==> src/rtl/riscv_pkg.sv <==
// Shared RISC-V execute-stage definitions: B-type funct3 encodings,
// branch resolver FSM states and the sequential PC increment.
package riscv_pkg;

    localparam logic [2:0] F3_BEQ  = 3'b000;
    localparam logic [2:0] F3_BNE  = 3'b001;
    localparam logic [2:0] F3_BLT  = 3'b100;
    localparam logic [2:0] F3_BGE  = 3'b101;
    localparam logic [2:0] F3_BLTU = 3'b110;
    localparam logic [2:0] F3_BGEU = 3'b111;

    localparam int unsigned PC_INC = 4;

    typedef enum logic [1:0] {
        ST_IDLE     = 2'd0,
        ST_REDIRECT = 2'd1,
        ST_FLUSH    = 2'd2
    } br_state_t;

    function automatic logic is_word_aligned(input logic [1:0] lsb);
        return lsb == 2'b00;
    endfunction

endpackage

==> src/rtl/branch_resolve_unit_if.sv <==
// ID/EX-to-resolver and resolver-to-fetch/hazard signal bundle.
// Mispredict_Count exists only when BRANCH_PREDICT_EN is defined.
interface branch_resolve_unit_if #(parameter int XLEN = 32);

    logic            Branch;
    logic [2:0]      funct3;
    logic [XLEN-1:0] rs1_data;
    logic [XLEN-1:0] rs2_data;
    logic [XLEN-1:0] pc;
    logic [XLEN-1:0] imm;
    logic            stall;
    logic            Redirect_Ready;
    logic            Pred_Taken;

    logic            Branch_Taken;
    logic            Redirect_Valid;
    logic [XLEN-1:0] Redirect_PC;
    logic            Flush;
    logic            Illegal_Branch;
    logic            Misalign;
    logic [31:0]     Branch_Count;
    logic [31:0]     Taken_Count;
`ifdef BRANCH_PREDICT_EN
    logic [31:0]     Mispredict_Count;
`endif

    modport master (
        output Branch, funct3, rs1_data, rs2_data, pc, imm, stall,
               Redirect_Ready, Pred_Taken,
        input  Branch_Taken, Redirect_Valid, Redirect_PC, Flush,
               Illegal_Branch, Misalign, Branch_Count, Taken_Count
`ifdef BRANCH_PREDICT_EN
        , input Mispredict_Count
`endif
    );

    modport slave (
        input  Branch, funct3, rs1_data, rs2_data, pc, imm, stall,
               Redirect_Ready, Pred_Taken,
        output Branch_Taken, Redirect_Valid, Redirect_PC, Flush,
               Illegal_Branch, Misalign, Branch_Count, Taken_Count
`ifdef BRANCH_PREDICT_EN
        , output Mispredict_Count
`endif
    );

endinterface

==> src/rtl/branch_compare.sv <==
// Combinational B-type condition decode and operand compare.
// Reserved encodings 010/011 resolve not-taken and flag illegal.
module branch_compare
    import riscv_pkg::*;
#(
    parameter int XLEN = 32
) (
    input  logic [2:0]      i_funct3,
    input  logic [XLEN-1:0] i_rs1,
    input  logic [XLEN-1:0] i_rs2,
    output logic            o_taken,
    output logic            o_illegal
);

    logic w_eq;
    logic w_lt_s;
    logic w_lt_u;

    assign w_eq   = (i_rs1 == i_rs2);
    assign w_lt_s = ($signed(i_rs1) < $signed(i_rs2));
    assign w_lt_u = (i_rs1 < i_rs2);

    always_comb begin
        // NOTE: defaults first so every path assigns both outputs; no latch.
        o_taken   = 1'b0;
        o_illegal = 1'b0;
        case (i_funct3)
            F3_BEQ:  o_taken = w_eq;
            F3_BNE:  o_taken = !w_eq;
            F3_BLT:  o_taken = w_lt_s;
            F3_BGE:  o_taken = !w_lt_s;
            F3_BLTU: o_taken = w_lt_u;
            F3_BGEU: o_taken = !w_lt_u;
            default: o_illegal = 1'b1;
        endcase
    end

endmodule

==> src/rtl/branch_resolve_unit.sv <==
// Execute-stage branch resolver: compare, redirect handshake, bounded flush.
// BRANCH_PREDICT_EN: redirect only on mispredict and count mispredicts.
module branch_resolve_unit
    import riscv_pkg::*;
#(
    parameter int XLEN         = 32,
    parameter int FLUSH_CYCLES = 2
) (
    input logic                  clk,
    input logic                  rst,
    branch_resolve_unit_if.slave brif
);

    br_state_t       r_state;
    br_state_t       w_state_next;
    logic [3:0]      r_flush_cnt;
    logic [3:0]      w_flush_cnt_next;

    logic            r_branch_taken;
    logic            r_illegal;
    logic            r_misalign;
    logic [XLEN-1:0] r_redirect_pc;
    logic [31:0]     r_branch_count;
    logic [31:0]     r_taken_count;

    logic            w_taken;
    logic            w_illegal;
    logic            w_accept;
    logic            w_aligned;
    logic            w_misaligned_taken;
    logic            w_need_redirect;
    logic [XLEN-1:0] w_target;
    logic [XLEN-1:0] w_redirect_target;
    logic            w_redirect_valid;
    logic            w_flush;

    branch_compare #(.XLEN(XLEN)) u_compare (
        .i_funct3  (brif.funct3),
        .i_rs1     (brif.rs1_data),
        .i_rs2     (brif.rs2_data),
        .o_taken   (w_taken),
        .o_illegal (w_illegal)
    );

    // Wrong-path branches arriving in REDIRECT/FLUSH are never accepted.
    assign w_accept           = (r_state == ST_IDLE) && brif.Branch && !brif.stall;
    assign w_target           = brif.pc + brif.imm;
    assign w_aligned          = is_word_aligned(w_target[1:0]);
    assign w_misaligned_taken = w_taken && !w_aligned;

`ifdef BRANCH_PREDICT_EN
    logic [XLEN-1:0] w_fallthru;
    logic [31:0]     r_mispredict_count;

    assign w_fallthru        = brif.pc + XLEN'(PC_INC);
    assign w_need_redirect   = !w_misaligned_taken && (w_taken != brif.Pred_Taken);
    assign w_redirect_target = w_taken ? w_target : w_fallthru;
`else
    logic w_unused_pred;

    assign w_unused_pred     = brif.Pred_Taken;
    assign w_need_redirect   = w_taken && w_aligned;
    assign w_redirect_target = w_target;
`endif

    always_ff @(posedge clk) begin
        // NOTE: registered state always uses non-blocking assignment.
        if (rst) begin
            r_state     <= ST_IDLE;
            r_flush_cnt <= '0;
        end else begin
            r_state     <= w_state_next;
            r_flush_cnt <= w_flush_cnt_next;
        end
    end

    always_comb begin
        w_state_next     = r_state;
        w_flush_cnt_next = r_flush_cnt;
        w_redirect_valid = 1'b0;
        w_flush          = 1'b0;
        case (r_state)
            ST_IDLE: begin
                if (w_accept && w_need_redirect) w_state_next = ST_REDIRECT;
            end
            ST_REDIRECT: begin
                w_redirect_valid = 1'b1;
                if (brif.Redirect_Ready) begin
                    w_state_next     = ST_FLUSH;
                    w_flush_cnt_next = 4'(FLUSH_CYCLES);
                end
            end
            ST_FLUSH: begin
                w_flush = 1'b1;
                if (r_flush_cnt <= 4'd1) w_state_next = ST_IDLE;
                else                     w_flush_cnt_next = r_flush_cnt - 4'd1;
            end
            default: w_state_next = ST_IDLE;
        endcase
    end

    always_ff @(posedge clk) begin
        if (rst) begin
            r_branch_taken <= 1'b0;
            r_illegal      <= 1'b0;
            r_misalign     <= 1'b0;
            r_redirect_pc  <= '0;
            r_branch_count <= '0;
            r_taken_count  <= '0;
        end else begin
            r_illegal  <= w_accept && w_illegal;
            r_misalign <= w_accept && w_misaligned_taken;
            if (w_accept) begin
                r_branch_taken <= w_taken;
                r_branch_count <= r_branch_count + 32'd1;
                if (w_taken && w_aligned) r_taken_count <= r_taken_count + 32'd1;
                if (w_need_redirect)      r_redirect_pc <= w_redirect_target;
            end
        end
    end

`ifdef BRANCH_PREDICT_EN
    always_ff @(posedge clk) begin
        if (rst)                             r_mispredict_count <= '0;
        else if (w_accept && w_need_redirect) r_mispredict_count <= r_mispredict_count + 32'd1;
    end

    assign brif.Mispredict_Count = r_mispredict_count;
`endif

    assign brif.Branch_Taken   = r_branch_taken;
    assign brif.Redirect_Valid = w_redirect_valid;
    assign brif.Redirect_PC    = r_redirect_pc;
    assign brif.Flush          = w_flush;
    assign brif.Illegal_Branch = r_illegal;
    assign brif.Misalign       = r_misalign;
    assign brif.Branch_Count   = r_branch_count;
    assign brif.Taken_Count    = r_taken_count;

endmodule
==> src/flat_wrapper.sv <==
// flat-port wrapper written by rule: the top's interface ports become plain ports
module branch_resolve_unit_flat import riscv_pkg::*;
#(
    parameter int XLEN         = 32,
    parameter int FLUSH_CYCLES = 2
)
  (clk, rst, brif_Branch, brif_funct3, brif_rs1_data, brif_rs2_data, brif_pc, brif_imm, brif_stall, brif_Redirect_Ready, brif_Pred_Taken, brif_Branch_Taken, brif_Redirect_Valid, brif_Redirect_PC, brif_Flush, brif_Illegal_Branch, brif_Misalign, brif_Branch_Count, brif_Taken_Count);
  branch_resolve_unit_if #(.XLEN(XLEN)) brif_i ();
  input logic clk;
  input logic rst;
  input wire logic [$bits(brif_i.Branch)-1:0] brif_Branch;
  input wire logic [$bits(brif_i.funct3)-1:0] brif_funct3;
  input wire logic [$bits(brif_i.rs1_data)-1:0] brif_rs1_data;
  input wire logic [$bits(brif_i.rs2_data)-1:0] brif_rs2_data;
  input wire logic [$bits(brif_i.pc)-1:0] brif_pc;
  input wire logic [$bits(brif_i.imm)-1:0] brif_imm;
  input wire logic [$bits(brif_i.stall)-1:0] brif_stall;
  input wire logic [$bits(brif_i.Redirect_Ready)-1:0] brif_Redirect_Ready;
  input wire logic [$bits(brif_i.Pred_Taken)-1:0] brif_Pred_Taken;
  output wire logic [$bits(brif_i.Branch_Taken)-1:0] brif_Branch_Taken;
  output wire logic [$bits(brif_i.Redirect_Valid)-1:0] brif_Redirect_Valid;
  output wire logic [$bits(brif_i.Redirect_PC)-1:0] brif_Redirect_PC;
  output wire logic [$bits(brif_i.Flush)-1:0] brif_Flush;
  output wire logic [$bits(brif_i.Illegal_Branch)-1:0] brif_Illegal_Branch;
  output wire logic [$bits(brif_i.Misalign)-1:0] brif_Misalign;
  output wire logic [$bits(brif_i.Branch_Count)-1:0] brif_Branch_Count;
  output wire logic [$bits(brif_i.Taken_Count)-1:0] brif_Taken_Count;
  assign brif_i.Branch = brif_Branch;
  assign brif_i.funct3 = brif_funct3;
  assign brif_i.rs1_data = brif_rs1_data;
  assign brif_i.rs2_data = brif_rs2_data;
  assign brif_i.pc = brif_pc;
  assign brif_i.imm = brif_imm;
  assign brif_i.stall = brif_stall;
  assign brif_i.Redirect_Ready = brif_Redirect_Ready;
  assign brif_i.Pred_Taken = brif_Pred_Taken;
  assign brif_Branch_Taken = brif_i.Branch_Taken;
  assign brif_Redirect_Valid = brif_i.Redirect_Valid;
  assign brif_Redirect_PC = brif_i.Redirect_PC;
  assign brif_Flush = brif_i.Flush;
  assign brif_Illegal_Branch = brif_i.Illegal_Branch;
  assign brif_Misalign = brif_i.Misalign;
  assign brif_Branch_Count = brif_i.Branch_Count;
  assign brif_Taken_Count = brif_i.Taken_Count;
  branch_resolve_unit #(.XLEN(XLEN), .FLUSH_CYCLES(FLUSH_CYCLES)) u_core (.clk(clk), .rst(rst), .brif(brif_i));
endmodule
==> config.mk <==
export PLATFORM = sky130hd
export DESIGN_NAME = branch_resolve_unit_flat
export DESIGN_NICKNAME = d
export VERILOG_FILES = /design/src/rtl/riscv_pkg.sv /design/src/rtl/branch_resolve_unit_if.sv /design/src/rtl/branch_compare.sv /design/src/rtl/branch_resolve_unit.sv /design/src/flat_wrapper.sv
export SDC_FILE = /design/constraint.sdc
export NUM_CORES = 1
export LEC_CHECK = 0
export ABC_CLOCK_PERIOD_IN_PS = 3600
export CAP_MARGIN = 20
export CORE_UTILIZATION = 35
export CTS_BUF_LIST = sky130_fd_sc_hd__clkbuf_4 sky130_fd_sc_hd__clkbuf_8
export DETAILED_ROUTE_END_ITERATION = 10
export PLACE_DENSITY_LB_ADDON = 0.25
export RECOVER_POWER = 25
export SETUP_SLACK_MARGIN = 0.3
export SLEW_MARGIN = 20
export SYNTH_ARGS = -nofsm -noshare
export SYNTH_HDL_FRONTEND = slang
export SYNTH_SLANG_ARGS = --single-unit
==> constraint.sdc <==
create_clock -name clk -period 3.6 [get_ports clk]
set_input_delay 0.72 -clock clk [delete_from_list [all_inputs] [get_ports clk]]
set_output_delay 0.72 -clock clk [all_outputs]
set_load 0.02 [all_outputs]
==> results by group, run 1 <==
Outcome
  – Status: complete, no violations

Final layout
  – Share of layout cells above drive strength 1: 18.1%
  – Area Overhead vs Synth: 54.6%
  – Final non-filler cell total: 1,475
  – Final Util: 55.6%
  – Antenna cells: 0
  – Nets: 1,405

STA
  – Setup-failing EPs final: 0
  – Final period util: 89.9%
  – Final Hold Vio Count: 0
  – RSZ-0062 raised after global routing: no
  – Min Tclk post-route: 3.24 ns
  – Fmax: 309 MHz
  – Fin. max-slew vios: 0
  – Slew headroom: 44.1%
  – Worst-Margin Slew: 0.838 ns
  – Final Skew: 0.0177 ns
  – Fin Setup TNS: 0 ns

Floorplan
  – Core Region: 20,400 um2
  – DIE HEIGHT: 147 um
  – Die Wd: 147 um
  – I/O pin total: 238
  – Effective utilization at floorplan: 36.0%
  – Number of cell rows: 52
  – Die Area: 21,500 um2

CTS
  – # hold bufs at CTS: 0
  – H-tree depth: 3
  – CTS max path bufs: 2
  – TritonCTS clock tree: done
  – Reg clk slew, reported paths: 0.11 ns
  – Skew-Pair Late Insertion Delay: 0.39 ns
  – TritonCTS Sinks: 105
  – Root Buffer: clkbuf_8
  – Number of CTS-inserted buffers: 9

Global route
  – Grt peak-use layer: met2
  – First-pass GRT wire length: 36,500 um
  – Met2 usage: 35.3%
  – Initial antenna violation count: 0
  – Number of global-route vias before repair: 7,249
  – M3 GR Usage: 4.66%
  – Gr ovfl total: 0
  – GRT Resource Usage Total: 20.8%
  – Largest net degree at the start of global routing: 50
  – Met1 Use GR: 26.4%

Routing
  – Antenna Nets Post-Route: 0
  – DRC: 0
  – Post-DR wirelength/cell: 16.0 um
  – Vias after detailed routing: 7,878
  – Iter 0 DRT Violations: 401
  – Detailed-router iteration count before antenna repair: 4
  – WL final: 23,600 um
  – Vias per cell: 5.34

Critical path
  – Crit Path Class: primary input to flip-flop
  – Crit path arrival time: 3.53 ns
  – Worst Path Max Fanout: 2
  – Crit path required time: 3.90 ns
  – CP Capture Type: flip-flop
  – R2r worst-path depth: 9
  – CP Launch Type: primary input

Pwr
  – Tot Pwr: 2.89 mW
  – Leak: 4.62 nW
  – VDD IR max: 152 uV
  – Power Density: 255 nW/um2

Synthesis
  – EDFF count, synth: 0
  – Top post-synthesis cells by area: dfxtp_1, ha_1, a21oi_1
  – Top cells by count, synth: dfxtp_1, a21oi_1, inv_1, ha_1, nor2_1
  – Post-synth top area cell: dfxtp_1
  – Top-area cell type share of the netlist area: 28.7%
  – Synthesized flop and latch total: 105
  – Syn_area_per_cell: 8.08 um2
  – Syn Nets: 1,112
  – YS warnings: 0
  – Count leader, synth: dfxtp_1
  – Cells after Synth: 907
  – Register area share after synthesis: 28.7%
  – Synth Flop Type: dfxtp_1
  – Mapped cell area: 7320 um2
  – FFs w/ async S/R, synth: 0%
  – Yosys cell types: 71

Worst hold path
  – HP Class: flip-flop to flip-flop
  – Hold Crit Depth: 2

Place
  – Placed cells: 1,439
  – Detailed placement HPWL: 16,900 um
  – Port Buffers: 236
  – Routability cong.: 0.870

Job
  – Max Cap Violations: 0
==> cell type report <==
| type | instances | area, um2 |
|---|---|---|
| repair buffers | 325 | 3120 |
| well taps | 270 | 338 |
| clock buffers | 9 | 124 |
| flip-flops and latches | 105 | 2100 |
| clock inverters | 7 | 87.6 |
| multi-input cells | 686 | 5280 |
| fillers | 1868 | 9040 |
| inverters | 73 | 274 |
==> metal layers <==
metal  share of wire [%]  vias to the layer above  wire length [um]
met4                 1.8                        0               433
met3                 6.7                       27              1590
met1                  44                     3660             10300
met2                  48                      245             11200
li1                    -                     3946                 -
met5                   0                        -                 0
==> layout by cell type (no fill, tap or decap), types with 9 or more instances in the layout <==
cell / Yosys / routed
a21o_1: 9 / 9
a21oi_1: 100 / 91
a41o_1: 19 / 19
and3_1: 12 / 12
buf_4: 1 / 77
clkbuf_2: 0 / 9
clkbuf_8: 0 / 9
clkdlybuf4s50_1: 0 / 137
dfxtp_1: 105 / 105
dlygate4sd2_1: 0 / 14
dlygate4sd3_1: 0 / 39
dlymetal6s2s_1: 0 / 30
ha_1: 67 / 41
ha_4: 0 / 26
inv_1: 73 / 51
inv_2: 0 / 22
nand2_1: 55 / 52
nand3_1: 46 / 46
nand4_1: 21 / 21
nor2_1: 58 / 58
nor2b_1: 11 / 10
nor3_1: 13 / 13
o2111ai_1: 21 / 21
o21ai_0: 44 / 40
or3_1: 9 / 9
xnor2_1: 22 / 22
xor2_1: 31 / 31
==> worst max-delay path: stages <==
cell and delay [ns]:
clkdlybuf4s50_1 0.40, ha_1 0.22, or4_1 0.53, nor3b_1 0.33
o221ai_2 0.19, a32oi_1 0.26, o211ai_1 0.15, a21o_1 0.20
a21oi_1 0.17, xnor2_1 0.11, a31o_2 0.25
==> power breakdown <==
group | switching, mW | internal, mW
Combinational | 0.446 | 0.459
Sequential | 0.00771 | 1.17
Clock | 0.467 | 0.335
==> stage by stage <==
step / instance area, um2 / hold WS (ns) / setup WS [ns]
floorplan: 7320 / 0.482 / 0.347
global placement: 10400 / 0.445 / -0.420
detailed placement: 10400 / 0.450 / -0.461
CTS: 11100 / 0.466 / 0.303
global route: 11300 / 0.486 / 0.222
finish: 11300 / 0.459 / 0.364
==> state kept, by name (all words and copies together) (netlist names) <==
| register | flops |
|---|---|
| u_core.r_flush_cnt | 4 |
| u_core.brif.Taken_Count | 32 |
| u_core.brif.Branch_Count | 32 |
| u_core.brif.Misalign | 1 |
| u_core.brif.Redirect_PC | 32 |
| u_core.r_state | 2 |
| u_core.brif.Branch_Taken | 1 |
| u_core.brif.Illegal_Branch | 1 |
==> repair_timing <==
| item | in CTS | in global routing |
|---|---|---|
| cloned | 1 | 1 |
| pin swaps | 48 | 35 |
| setup endpoints to repair | 67 | 64 |
| resized for setup | 86 | 91 |
| setup buffers | 11 | 7 |
| endpoints found under the hold margin | 0 | 0 |
==> final timing paths <==
| kind | startpoint | to | slack (ns) |
|---|---|---|---|
| setup / recovery | brif_imm[16] | u_core.brif.Redirect_PC[26]$_SDFFE_PP0P_ | 0.36 |
| hold / removal | u_core.brif.Branch_Taken$_SDFFE_PP0P_ | u_core.brif.Branch_Taken$_SDFFE_PP0P_ | 0.46 |
| setup reg to reg | u_core.brif.Taken_Count[4]$_SDFFE_PP0P_ | u_core.brif.Taken_Count[30]$_SDFFE_PP0P_ | 0.53 |
| hold reg to reg | u_core.brif.Branch_Taken$_SDFFE_PP0P_ | u_core.brif.Branch_Taken$_SDFFE_PP0P_ | 0.46 |
==> cells by family (layout without fill, tap and decap cells) <==
family / Yosys count / in the layout / share of synthesized area [%]
and+or+nand+nor: 284 / 284 / 21.0
AOI/OAI and AO/OA: 273 / 275 / 25.1
buffers and inverters: 118 / 414 / 6.29
DFF: 105 / 105 / 28.7
adders and majority gates: 68 / 68 / 11.7
xor gates and xnor gates: 53 / 53 / 6.34
muxes: 6 / 6 / 0.871
Power figures use the tool's default switching activity.
==> run 2: changes to the inputs <==
--- a/config.mk
+++ b/config.mk
@@ -8,7 +8,6 @@
 export ABC_CLOCK_PERIOD_IN_PS = 3600
 export CAP_MARGIN = 20
 export CORE_UTILIZATION = 35
-export CTS_BUF_LIST = sky130_fd_sc_hd__clkbuf_4 sky130_fd_sc_hd__clkbuf_8
 export DETAILED_ROUTE_END_ITERATION = 10
 export PLACE_DENSITY_LB_ADDON = 0.25
 export RECOVER_POWER = 25
==> results by group, run 2 (synthesis results as in run 1) <==
STA
  – Setup-failing EPs final: 0 (unchanged)
  – Final period util: 92.3% (+2.4 points)
  – Final Skew: 0.00979 ns (-0.00787 ns)
  – RSZ-0062 raised after global routing: no
  – Final Hold Vio Count: 0 (unchanged)
  – Slew headroom: -17.9% (-62 points)
  – Fin. max-slew vios: 37 (+37)
  – Min Tclk post-route: 3.32 ns (+0.0858 ns)
  – Worst-Margin Slew: 1.77 ns (+0.930 ns)
  – Setup WS post-layout: 0.279 ns (-0.0858 ns)
  – Fmax: 301 MHz (-2.6%)

Final layout
  – Commonest cells after routing, fill and taps aside: clkdlybuf4s50_1, dfxtp_1, a21oi_1
  – Final Cell Area: 11,300 um2 (-0.40%)
  – Final non-filler cell total: 1,472 (-0.20%)
  – Antenna cells: 0 (unchanged)
  – Share of layout cells above drive strength 1: 18.4% (+0.29 points)
  – Nets: 1,402 (-0.21%)
  – Commonest non-fill, non-tap cell in the layout: clkdlybuf4s50_1
  – Area Overhead vs Synth: 53.9%

Global route
  – Largest net degree at the start of global routing: 50 (unchanged)
  – Number of global-route vias before repair: 7,286 (+0.51%)
  – GRT Resource Usage Total: 20.8% (about the same)
  – Initial antenna violation count: 0 (unchanged)
  – First-pass GRT wire length: 36,500 um (+0.21%)
  – Gr ovfl total: 0 (unchanged)

Floorplan
  – I/O pin total: 238 (unchanged)
  – DIE HEIGHT: 147 um (unchanged)
  – Number of cell rows: 52 (unchanged)
  – Effective utilization at floorplan: 36.0% (unchanged)
  – Die Wd: 147 um (unchanged)
  – Die Area: 21,500 um2 (unchanged)
  – Core Region: 20,400 um2 (unchanged)

Critical path
  – Crit path arrival time: 3.57 ns (+0.04 ns)
  – Crit path required time: 3.85 ns (-0.05 ns)
  – Crit Path Class: primary input to flip-flop
  – CP Capture Type: flip-flop
  – Worst Path Max Fanout: 36 (+34)
  – CP Launch Type: primary input

Routing
  – Detailed-router iteration count before antenna repair: 7 (+3)
  – Antenna Nets Post-Route: 0 (unchanged)
  – Iter 0 DRT Violations: 397 (-1.0%)
  – Post-DR wirelength/cell: 15.7 um (-1.6%)
  – DRC: 0 (unchanged)
  – Vias after detailed routing: 7,863 (-0.19%)
  – WL final: 23,200 um (-1.8%)
  – Vias per cell: 5.34 (about the same)

Job
  – Max Cap Violations: 1 (+1)

Place
  – Placed inst area: 10,400 um2 (unchanged)
  – Pre-CTS setup slack: -0.461 ns (unchanged)
  – Placed cells: 1,439 (unchanged)
  – Routability cong.: 0.870 (unchanged)
  – Detailed placement HPWL: 16,900 um (unchanged)
  – Port Buffers: 236 (unchanged)

Worst hold path
  – HP Class: flip-flop to flip-flop

CTS
  – Reg clk slew, reported paths: 0.07 ns (-0.04 ns)
  – H-tree depth: 3 (unchanged)
  – # hold bufs at CTS: 0 (unchanged)
  – CTS max path bufs: 2 (unchanged)
  – Number of CTS-inserted buffers: 9 (unchanged)
  – TritonCTS clock tree: done
  – Root Buffer: clkbuf_16
  – TritonCTS Sinks: 105 (unchanged)
  – Skew-Pair Late Insertion Delay: 0.35 ns (-0.04 ns)

Outcome
  – Status: finished, violations left
  – Failing checks: max-capacitance violations, max-slew violations

Pwr
  – VDD IR max: 196 uV (+29%)
  – Leak: 4.50 nW (-2.4%)
  – Tot Pwr: 3.11 mW (+7.8%)
  – Power Density: 276 nW/um2 (+8.2%)
run 2: power by group:
group,total [mW],internal [mW],switching (mW)
Clock,1.05,0.554,0.492
Combinational,0.887,0.447,0.440
Sequential,1.18,1.17,0.00792
Total,3.11,2.17,0.940
run 2: worst paths after layout:
path | startpoint | depth (start not counted) | slack (ns) | to
setup / recovery | rst | 4 | 0.28 | u_core.brif.Redirect_PC[26]$_SDFFE_PP0P_
hold / removal | u_core.brif.Branch_Taken$_SDFFE_PP0P_ | 2 | 0.45 | u_core.brif.Branch_Taken$_SDFFE_PP0P_
setup reg to reg | u_core.brif.Taken_Count[4]$_SDFFE_PP0P_ | 9 | 0.52 | u_core.brif.Taken_Count[30]$_SDFFE_PP0P_
hold reg to reg | u_core.brif.Branch_Taken$_SDFFE_PP0P_ | 2 | 0.45 | u_core.brif.Branch_Taken$_SDFFE_PP0P_
run 2: layer usage:
| layer | wire length [um] | vias to the layer above | part of all wire [%] | track usage, % |
|---|---|---|---|---|
| met1 | 10300 | 3640 | 45 | 26.3 |
| met4 | 344 | 0 | 1.5 | 5.63 |
| met5 | 0 | - | 0 | 0 |
| met2 | 10900 | 261 | 47 | 35.4 |
| met3 | 1610 | 21 | 7.0 | 4.75 |
| li1 | - | 3941 | - | - |
run 2: per-stage QoR:
step / hold WS (ns) / setup TNS [ns] / utilization [%]
after floorplan: 0.482 / 0 / -
after detailed placement: 0.450 / -22.29 / 51.2
after CTS: 0.460 / 0 / 54.8
after global routing: 0.481 / 0 / 55.4
after global placement: 0.445 / -21.47 / 51.2
final: 0.455 / 0 / 55.4
run 2: what timing repair did:
action                                  CTS  global route
gates cloned                              1             1
pin swaps                                53            18
endpoints found under the setup margin   67            64
setup buffers                            12             3
resized for setup                       115            85
run 2: cell type report:
cell class | count | area (um2)
clock buffer | 9 | 225
clock inverter | 7 | 87.6
fill | 1889 | 9090
inverter | 73 | 274
multi-input combinational | 685 | 5250
sequential | 105 | 2100
tap | 270 | 338
timing repair buffer | 323 | 3000
run 2: worst max-delay path, stage by stage:
cell      delay, ns
clkbuf_1       1.03
clkbuf_1       1.36
nor4b_1        0.16
a31o_2         0.29
==> edit 1, RTL diff (settings of run 1) <==
`XLEN` is set to 32 in 4 places; all go to 64.
--- a/src/rtl/branch_resolve_unit_if.sv
+++ b/src/rtl/branch_resolve_unit_if.sv
@@ -1,5 +1,5 @@
 // ID/EX-to-resolver and resolver-to-fetch/hazard signal bundle.
 // Mispredict_Count exists only when BRANCH_PREDICT_EN is defined.
-interface branch_resolve_unit_if #(parameter int XLEN = 32);
+interface branch_resolve_unit_if #(parameter int XLEN = 64);
 
     logic            Branch;
--- a/src/rtl/branch_compare.sv
+++ b/src/rtl/branch_compare.sv
@@ -4,5 +4,5 @@
     import riscv_pkg::*;
 #(
-    parameter int XLEN = 32
+    parameter int XLEN = 64
 ) (
     input  logic [2:0]      i_funct3,
--- a/src/rtl/branch_resolve_unit.sv
+++ b/src/rtl/branch_resolve_unit.sv
@@ -4,5 +4,5 @@
     import riscv_pkg::*;
 #(
-    parameter int XLEN         = 32,
+    parameter int XLEN         = 64,
     parameter int FLUSH_CYCLES = 2
 ) (
--- a/src/flat_wrapper.sv
+++ b/src/flat_wrapper.sv
@@ -2,5 +2,5 @@
 module branch_resolve_unit_flat import riscv_pkg::*;
 #(
-    parameter int XLEN         = 32,
+    parameter int XLEN         = 64,
     parameter int FLUSH_CYCLES = 2
 )
Interface: changed (5 resized); port bits go from 238 to 398. The function was not compared with the original's and may differ.
==> edit 1 against run 1 <==
  * Die area up 51%
  * Power up 62%
  * Wire length up 86%
  * Count of clock-buffer cells in the layout up 9
  * Setup slack worse by 130 ps
  * Design area up 67%
  * Clock power up 63%
  * Area after synthesis up 52%
  * Via count up 61%
  * Synthesized cell count up 58%
  * Cell count up 62%
  * Sequential cell count up 32
  * Largest power group is now combinational logic
  * Highest routed layer is now met5
==> edit 1: results (changes against run 1) <==
[layout]
n_fill_cell=2724  ; +46%
drive_gt1_frac=0.237  ; +0.0560
stdcell_count=2393  ; +62%

[power_and_ir_drop]
leakage_nw=8.68  ; +88%
ir_drop_v=0.000187  ; +23%

[placement]
pre_cts_ws_ps=-568  ; -107 ps
routabilityCongestion=0.941  ; +8.1%
numPortBuffers=396  ; +68%
placed_cells=2327  ; +62%
hpwl_mm=33.4  ; +97%

[cts]
clkLatencyLatePin_ps=460  ; +70 ps
cts_setup_buffers=5  ; -6
cts_max_level=4  ; +1
numCtsBuffers=17  ; +8
ctsResizeCount=83  ; -3.5%
clkTransAtPathRegs_ps=90  ; -20 ps

[global_route]
grt_pass1_wl_mm=65.4  ; +79%
grt_max_degree=90  ; +80%
antenna_found_initial=11  ; +11

[synthesis]
ys_seq_area_frac=0.246  ; -0.0408
synth_cell_types=74  ; +4.2%
synthTopCellsByCount=nand2_1 (184), a21oi_1 (152), dfxtp_1 (137)
synthesis.nets=1834  ; +65%

[worst_hold_path]
hold_end=u_core.brif.Redirect_PC[50]$_SDFFE_PP0P_

[critical_path]
endpoint=u_core.brif.Redirect_PC[42]$_SDFFE_PP0P_
crit_path_start=brif_stall
r2r-end=u_core.brif.Taken_Count[31]$_SDFFE_PP0P_
rrSetupSlack_ps=660  ; +130 ps
critPathArrivalTime_ps=3760  ; +230 ps
worstRegToRegCells=10  ; +1

[drt]
top_layer_used=met5
viasPerCell=5.31  ; -0.62%
routed-wl-met3_mm=2.11  ; +32%
wire_per_inst_um=18.4  ; +15%

[sta]
slew-limit-headroom=0.371  ; -0.0700
fin_worst_skew_ps=18.0  ; +0.327 ps

[status]
status=completed

## edit 1: cell count changes after synthesis, sizes merged, moves of 32 or more
cell,change
nand2,+130
ha,+64
a21oi,+53
nor2,+42
dfxtp,+32
a21o,+51
## edit 1: layout make-up
cell class | instances | share of cell area
diodes | 9 | 0.00119
clock buffers | 18 | 0.0131
clock inverters | 14 | 0.00767
inverters | 89 | 0.0177
multi-input cells | 1152 | 0.486
flip-flops and latches | 137 | 0.145
well taps | 396 | 0.0262
repair buffers | 578 | 0.303
## edit 1: logic make-up after synthesis
family | Yosys count
mux | 21
flops | 137
compound gates | 385
fa+ha+maj | 132
simple gates | 518
xor+xnor | 92
buf+inv | 152
## edit 1: critical path: stages
cell	delay, ps
dlygate4sd3_1	590
nor4b_4	250
clkbuf_1	450
and2_1	690
buf_4	290
and2_4	260
buf_12	160
clkbuf_16	150
nand2_1	50
a21oi_1	120
## edit 1: per-stage QoR
stage | TNS [ps] | utilization
after floorplan | 0 | -
after CTS | 0 | 0.562
after global placement | -28310 | 0.534
final | 0 | 0.611
after detailed placement | -31670 | 0.534
after global routing | 0 | 0.611
## edit 1: routing by layer
metal | vias up | global-route usage
met3 | 74 | 0.0463
met1 | 6032 | 0.331
met5 | - | 0
met4 | 4 | 0.0920
met2 | 372 | 0.413
li1 | 6220 | -
## edit 1: power by group through the flow
stage | Sequential [mW] | Clock (mW) | Combinational (mW)
after global placement | 1.58 | 0 | 1.56
final | 1.54 | 1.31 | 1.81
after floorplan | 1.60 | 0 | 0.784
after CTS | 1.55 | 1.35 | 1.63
after global routing | 1.55 | 1.42 | 1.96
after detailed placement | 1.58 | 0 | 1.56
==> edit 2, RTL diff (settings of run 1) <==
Made on the original files. Encoding of `br_state_t`: now one-hot (3 bits for 3 states).
--- a/src/rtl/riscv_pkg.sv
+++ b/src/rtl/riscv_pkg.sv
@@ -12,8 +12,8 @@
     localparam int unsigned PC_INC = 4;
 
-    typedef enum logic [1:0] {
-        ST_IDLE     = 2'd0,
-        ST_REDIRECT = 2'd1,
-        ST_FLUSH    = 2'd2
+    typedef enum logic [2:0] {
+        ST_IDLE     = 3'b001,
+        ST_REDIRECT = 3'b010,
+        ST_FLUSH    = 3'b100
     } br_state_t;
 
Function: same outputs for any inputs over 10 cycles, from zero or initial values and one cycle with rst high; not proved beyond that.
==> edit 2 against run 1 <==
  * Register-to-register slack gained 200 ps
  * Setup slack improved by 9.2 ps
  * Clock power down 11%
  * Clock skew about the same
  * Area after synthesis fell by 4.8%
  * Power fell by 0.50%
  * Fmax rose by 0.28%
  * Non-clock buffer count decreased by 28
  * First-iteration DRC count down 18%
  * Design area down 5.6%
  * Wire length is 13% lower
  * Sequential cell count increased by 1
  * Combinational power is 2% higher
  * Critical path type unchanged
  * Largest power group unchanged
  * Highest routed layer unchanged
==> edit 2: results (changes against run 1) <==
[power_and_ir_drop]
power_frac_comb=0.320  ; +0.007
switchingPower_mw=0.917  ; -0.30%
leakage_nw=4.26  ; -7.7%
p_int_mw=1.96  ; -0.60%

[layout]
nets=1349  ; -4.0%
drive_gt1_frac=0.174  ; -0.00685
n_fill_cell=1767  ; -5.4%

[global_route]
grt_use_met2=0.351  ; -0.00237
grt_max_degree=109  ; +120%
grt_pass1_wl_mm=32.9  ; -9.8%
grt_use_met3=0.0406  ; -0.00599
grt_usage=0.200  ; -0.00854
first_global_vias=6853  ; -5.5%

[placement]
hpwl_mm=14.9  ; -12%
pre_cts_ws_ps=-436  ; +25.3 ps
placed_area_um2=9970  ; -4.3%
routabilityCongestion=0.843  ; -3.2%

[critical_path]
critical_path.top_delay_family=simple AND/OR/NAND/NOR gates
r2r-end=u_core.brif.Taken_Count[24]$_SDFFE_PP0P_
rrSetupSlack_ps=730  ; +200 ps
critPathArrivalTime_ps=3550  ; +20 ps
critPathMaxStageDelay_ps=510  ; -20 ps
regToRegStartpoint=u_core.r_state[0]$_SDFFE_PP1P_
path_max_fanout=7  ; +5
worstRegToRegCells=8  ; -1
crit_path_start=brif_rs2_data[10]
crit_slowest_cell=or4b_1

[drt]
routed-wl-met3_mm=1.04  ; -35%
vias=7155  ; -9.2%
drtIter0Drc=330  ; -18%
viasPerCell=5.06  ; -5.3%
wl_met1_mm=9.02  ; -13%
dr.pass1.iters=5  ; +1
met2_length_mm=10.1  ; -10%

[worst_hold_path]
hp-start=u_core.brif.Redirect_PC[25]$_SDFFE_PP0P_
hold_end=u_core.brif.Redirect_PC[25]$_SDFFE_PP0P_

[synthesis]
synth_compound_area_frac=0.199  ; -0.0524
synth_area_per_cell_um2=8.09  ; +0.13%
synthTopCellsByCount=dfxtp_1 (106), a21oi_1 (100), nand2_1 (94)
synth_edf_count=0  ; unchanged
synth_fa_ha_area_frac=0.123  ; +0.00595
synth.area.top_cells=dfxtp_1 (30%), ha_1 (12%), a21oi_1 (7.2%)
synth_xor_area_frac=0.0792  ; +0.0158
ys_seq_area_frac=0.304  ; +0.0175
synthesis.nets=1067  ; -4.0%
synth_cell_types=69  ; -2.8%
synth_mux_area_frac=0  ; -0.00871

[sta]
holdWs_ps=456  ; -3.37 ps
setup_slack_ps=374  ; +9.18 ps

[status]
status=completed

[edit 2: cell types whose count changed after synthesis, moves of 16 or more]
| cell | before | now |
|---|---|---|
| nand2_1 | 55 | 94 |
| nand3_1 | 46 | 20 |
| clkbuf_1 | 34 | 14 |
| a41o_1 | 19 | 0 |
| xnor2_1 | 22 | 39 |
| o2111ai_1 | 21 | 5 |
[edit 2: layout make-up]
class	instances	area (µm²)	share of cell area
repair buffers	297	2810	0.262
clock buffers	11	145	0.0136
flip-flops and latches	106	2120	0.198
multi-input cells	667	5010	0.468
diodes	1	2.50	0.000234
well taps	265	332	0.0310
clock inverters	5	38.8	0.00363
inverters	63	236	0.0221
[edit 2: what timing repair did]
item,4_1_cts,5_1_grt
gates resized for setup,138,67
endpoints found under the setup margin,64,55
cloned,2,0
buffers inserted,4,5
pin swaps,63,24
